<file path="src/rtl/mat_result_reader.sv">
// Snapshots the packed DIMxDIM int8 product and streams the active sub-matrix row-major.
// Optional macro TAG_EN adds rd_row/rd_col coordinate outputs.
module mat_result_reader #(
    parameter int ELEM_W = 8,
    parameter int DIM    = 5
) (
    input  logic                      clk,
    input  logic                      rst,
    input  logic                      cap,
    input  logic [DIM*DIM*ELEM_W-1:0] n_in,
    input  logic                      ovf_in,
    input  logic [2:0]                size,
    output logic [ELEM_W-1:0]         rd_data,
    output logic                      rd_valid,
    input  logic                      rd_ready,
    output logic                      rd_last,
    output logic                      busy,
    output logic                      done,
    output logic                      ovf_flag
`ifdef TAG_EN
    ,
    output logic [2:0]                rd_row,
    output logic [2:0]                rd_col
`endif
);

    localparam int NEL = DIM * DIM;
    localparam int BW  = NEL * ELEM_W;
    localparam int IW  = $clog2(NEL);

    typedef enum logic [1:0] {
        S_IDLE,
        S_SEND,
        S_DONE
    } state_t;

    state_t            r_state;
    state_t            w_next;
    logic [BW-1:0]     r_shadow;
    logic [2:0]        r_size;
    logic [2:0]        r_row;
    logic [2:0]        r_col;
    logic              r_ovf;

    logic [2:0]        w_size_clamp;
    logic [2:0]        w_max;
    logic              w_send;
    logic              w_cap_ok;
    logic              w_beat;
    logic              w_at_end;
    logic [IW-1:0]     w_idx;
    logic [ELEM_W-1:0] w_elem [NEL];

    assign w_send   = (r_state == S_SEND);
    assign w_cap_ok = cap && !w_send;
    assign w_beat   = w_send && rd_ready;
    assign w_max    = r_size - 3'd1;
    assign w_at_end = (r_row == w_max) && (r_col == w_max);
    assign w_idx    = IW'(32'(r_row) * DIM + 32'(r_col));

    assign w_size_clamp = (size < 3'd2)      ? 3'd2 :
                          (size > 3'(DIM))   ? 3'(DIM) : size;

    // Element (r,c) lives at the MSB end of the bus for index 0.
    always_comb begin
        for (int i = 0; i < NEL; i++) begin
            w_elem[i] = r_shadow[BW-1-ELEM_W*i -: ELEM_W];
        end
    end

    always_ff @(posedge clk or posedge rst) begin
        if (rst) begin
            r_state <= S_IDLE;
        end else begin
            r_state <= w_next;
        end
    end

    always_comb begin
        w_next = r_state;
        unique case (r_state)
            S_IDLE, S_DONE: begin
                if (cap) begin
                    w_next = S_SEND;
                end
            end
            S_SEND: begin
                if (w_beat && w_at_end) begin
                    w_next = S_DONE;
                end
            end
            default: w_next = S_IDLE;
        endcase
    end

    always_ff @(posedge clk or posedge rst) begin
        if (rst) begin
            r_shadow <= '0;
            r_size   <= 3'd2;
            r_row    <= 3'd0;
            r_col    <= 3'd0;
            r_ovf    <= 1'b0;
        end else if (w_cap_ok) begin
            r_shadow <= n_in;
            r_size   <= w_size_clamp;
            r_row    <= 3'd0;
            r_col    <= 3'd0;
            r_ovf    <= ovf_in;
        end else if (w_beat && !w_at_end) begin
            if (r_col == w_max) begin
                r_col <= 3'd0;
                r_row <= r_row + 3'd1;
            end else begin
                r_col <= r_col + 3'd1;
            end
        end
    end

    // All outputs decode registered state only; rd_ready never reaches them.
    assign rd_valid = w_send;
    assign busy     = w_send;
    assign done     = (r_state == S_DONE);
    assign rd_data  = w_send ? w_elem[w_idx] : '0;
    assign rd_last  = w_send && w_at_end;
    assign ovf_flag = r_ovf;

`ifdef TAG_EN
    assign rd_row = w_send ? r_row : 3'd0;
    assign rd_col = w_send ? r_col : 3'd0;
`endif

endmodule
</file>
<file path="config.mk">
export PLATFORM = sky130hd
export DESIGN_NAME = mat_result_reader
export DESIGN_NICKNAME = d
export VERILOG_FILES = /design/src/rtl/mat_result_reader.sv
export SDC_FILE = /design/constraint.sdc
export NUM_CORES = 1
export LEC_CHECK = 0
export CAP_MARGIN = 20
export CORE_ASPECT_RATIO = 1.4
export CORE_MARGIN = 3
export CORE_UTILIZATION = 50
export CTS_CLUSTER_SIZE = 14
export DETAILED_ROUTE_END_ITERATION = 16
export GPL_TIMING_DRIVEN = 0
export PLACE_DENSITY = 0.8
export SLEW_MARGIN = 20
export SYNTH_ARGS = -nofsm -noshare
export SYNTH_HDL_FRONTEND = slang
export SYNTH_SLANG_ARGS = --single-unit
</file>
<file path="constraint.sdc">
create_clock -name clk -period 8.4 [get_ports clk]
set_clock_uncertainty 0.05 [all_clocks]
set_input_delay 0.84 -clock clk [delete_from_list [all_inputs] [get_ports clk]]
set_output_delay 0.84 -clock clk [all_outputs]
set_load 0.02 [all_outputs]
</file>
==> results.json <==
{
  "hpwl_um": 22700,
  "period_share": 0.659,
  "synth_fp_nets": 1341,
  "die-area_mm2": 0.0222,
  "dp_slack_ps": 3540,
  "cts_hold_buf": 0,
  "yosys_warnings": 0,
  "drc": 0,
  "cts.sinks": 212,
  "synth_cells": 1121,
  "fmax_mhz": 181,
  "hold_violations": 0,
  "grt_pass1_wl_um": 47300,
  "grt_usage": 0.272,
  "critPathMaxFanout": 8,
  "die_y_um": 175,
  "clkLatencyLatePin_ps": 500,
  "routabilityCongestion": 0.916,
  "grt_pass1_vias": 9107,
  "p_per_area_mw_per_mm2": 425,
  "clk_pin_slew_ps": 60,
  "tightest_slew_ps": 749,
  "whs_ps": 418,
  "cts_buffer_depth": 3,
  "die_w_um": 127,
  "wl_met2_um": 15700,
  "post_cts_buffers": 0,
  "wl_met3_um": 2170,
  "drive_gt1_frac": 0.0629,
  "ys_types": 55,
  "via_count": 8959,
  "report.final.setup_viol": 0,
  "postRouteAntennaNets": 0,
  "setup_tns_ps": 0,
  "max-cap-violations": 0,
  "grt_max_degree": 89,
  "wl_met1_um": 11100,
  "ios": 221,
  "wl_per_cell_um": 18.6,
  "nets": 1587,
  "rows": 61,
  "ys_ff_latch": 212,
  "cts_tree": "done",
  "p_leak_nw": 6.64,
  "hold_path.class": "flip-flop to flip-flop",
  "crit_type": "flip-flop to primary output",
  "cts_max_level": 1,
  "crit_arrival_ps": 4640,
  "worstSetupEndpointType": "primary output",
  "syn_avg_cell_area_um2": 9.11,
  "fin_crit_ps": 5530,
  "holdPathStages": 2,
  "filler_cell_count": 1546,
  "status": "completed",
  "antenna_found_initial": 1,
  "final.setup.worst_slack_ps": 2870,
  "finalWirelength_um": 30500,
  "cts_resized": 0,
  "start_kind": "flip-flop",
  "final_max_slew_viol_count": 0,
  "grt_overflow": 0,
  "core_mm2": 0.0200,
  "dr.pass1.iters": 5,
  "top_layer_used": "met4",
  "required_ps": 7510,
  "avgViaCountPerCell": 5.48,
  "rsz0062_at_grt": "false",
  "r2r_cells": 8,
  "slew_headroom": 0.488,
  "synth_area_mm2": 0.0102,
  "synth_seq_area_share": 0.520,
  "area_growth_pct": 33.3,
  "ctsRootBufferMaster": "clkbuf_16",
  "initial_core_util": 0.511,
  "peakVddDrop_mv": 0.243,
  "port_buffers": 220,
  "numCtsBuffers": 22,
  "drtIter0Drc": 635
}
-- sequential cells by signal (all words and copies together) (netlist names) --
name      cells
r_state       2
r_size        3
ovf_flag      1
r_col         3
r_shadow    200
r_row         3
-- area by class of cell --
class,instances,area (um2),area share
clock buffer,32,679,0.0499
buffer,67,315,0.0232
timing repair buffer,222,2260,0.166
antenna,1,2.50,0.000184
tap,252,315,0.0232
inverter,11,48.8,0.00358
clock inverter,8,140,0.0103
multi-input combinational,831,4550,0.334
sequential,212,5310,0.390
-- metal layers --
metal	global-route usage	vias up
met5	0	-
met4	0.120	0
met3	0.0376	86
met2	0.483	421
met1	0.329	4318
li1	-	4134
-- placed cells by master, fill, tap and decap left out, drive strengths merged, types with 7 or more instances in the layout --
cell type,Yosys,final
ha,11,11
and2,10,10
dfrtp,211,211
a211oi,19,19
mux4,34,34
a2111oi,8,8
nor2,9,9
and4,7,7
mux2i,17,17
clkdlybuf4s50,0,220
nand2,628,628
a21oi,8,8
inv,11,11
nor4,13,13
buf,21,23
nor2b,12,12
clkbuf,46,78
-- logic make-up (layout without fill, tap and decap cells) --
group	count (synthesis)	after routing	share of synthesized area
fa+ha+maj	13	13	0.0164
simple gates	699	699	0.275
buf+inv	78	340	0.0349
other cells	0	1	0
flops	212	212	0.520
xor+xnor	12	12	0.0132
mux	53	53	0.0994
compound gates	54	54	0.0414
-- worst max-delay path, stage by stage, from the launching register on --
cell and delay (ps):
dfrtp_1 460, ha_1 340, ha_1 310, inv_1 60, fa_1 510, nand2b_1 100, clkbuf_1 410, a211oi_1 180
nor4_1 410, a211oi_1 100, nor4_1 530, clkdlybuf4s50_1 730
-- final timing paths --
check	start	endpoint	slack, ps
max reg2reg	r_state[1]	r_shadow[138]	6090
min in group asynchronous	rst	r_shadow[38]	680
max	r_row[0]	rd_data[6]	2870
min	r_shadow[91]	r_shadow[91]	420
max in group asynchronous	rst	ovf_flag	6850
min reg2reg	r_shadow[91]	r_shadow[91]	420
-- per-stage QoR --
step | power (mW) | cells | util | area [um2]
floorplan | 3.62 | 1121 | - | 10200
global placement | 4.58 | 1593 | 0.637 | 12700
detailed placement | 4.65 | 1595 | 0.640 | 12800
CTS | 5.77 | 1635 | 0.681 | 13600
global route | 6.11 | 1636 | 0.681 | 13600
finish | 5.79 | 1636 | 0.681 | 13600
-- power by group --
| part | internal, mW | total [mW] | switching [mW] |
|---|---|---|---|
| registers | 1.50 | 1.78 | 0.283 |
| logic | 1.27 | 2.93 | 1.65 |
| clock network | 0.683 | 1.08 | 0.402 |
| total | 3.45 | 5.79 | 2.34 |
-- cell usage after synthesis (all sizes together) --
master / number / area (um2)
a2111oi: 8 / 88.8
a211oi: 19 / 148
a21o: 1 / 7.51
a21oi: 8 / 43.8
a22o: 6 / 52.6
a22oi: 2 / 15.0
a31oi: 1 / 6.26
a41o: 1 / 10.0
and2: 10 / 65.1
and3: 1 / 6.26
and3b: 2 / 17.5
and4: 7 / 61.3
buf: 21 / 143
clkbuf: 46 / 173
dfrtp: 211 / 5280
dfstp: 1 / 26.3
fa: 1 / 20.0
ha: 11 / 138
inv: 11 / 41.3
maj3: 1 / 10.0
mux2: 2 / 22.5
mux2i: 17 / 170
mux4: 34 / 822
nand2: 628 / 2360
nand2b: 2 / 12.5
nand3: 4 / 20.0
nand3b: 1 / 7.51
nor2: 9 / 33.8
nor2b: 12 / 75.1
nor3: 3 / 20.0
nor3b: 2 / 15.0
nor4: 13 / 81.3
o211ai: 1 / 7.51
o21ai: 3 / 15.0
o21bai: 1 / 7.51
o22ai: 2 / 12.5
o2bb2ai: 1 / 8.76
or2: 1 / 6.26
or2b: 1 / 7.51
or3: 2 / 12.5
or3b: 1 / 8.76
xnor2: 6 / 52.6
xor2: 5 / 58.8
xor3: 1 / 23.8
No activity file was read; power rests on OpenSTA's default activity.
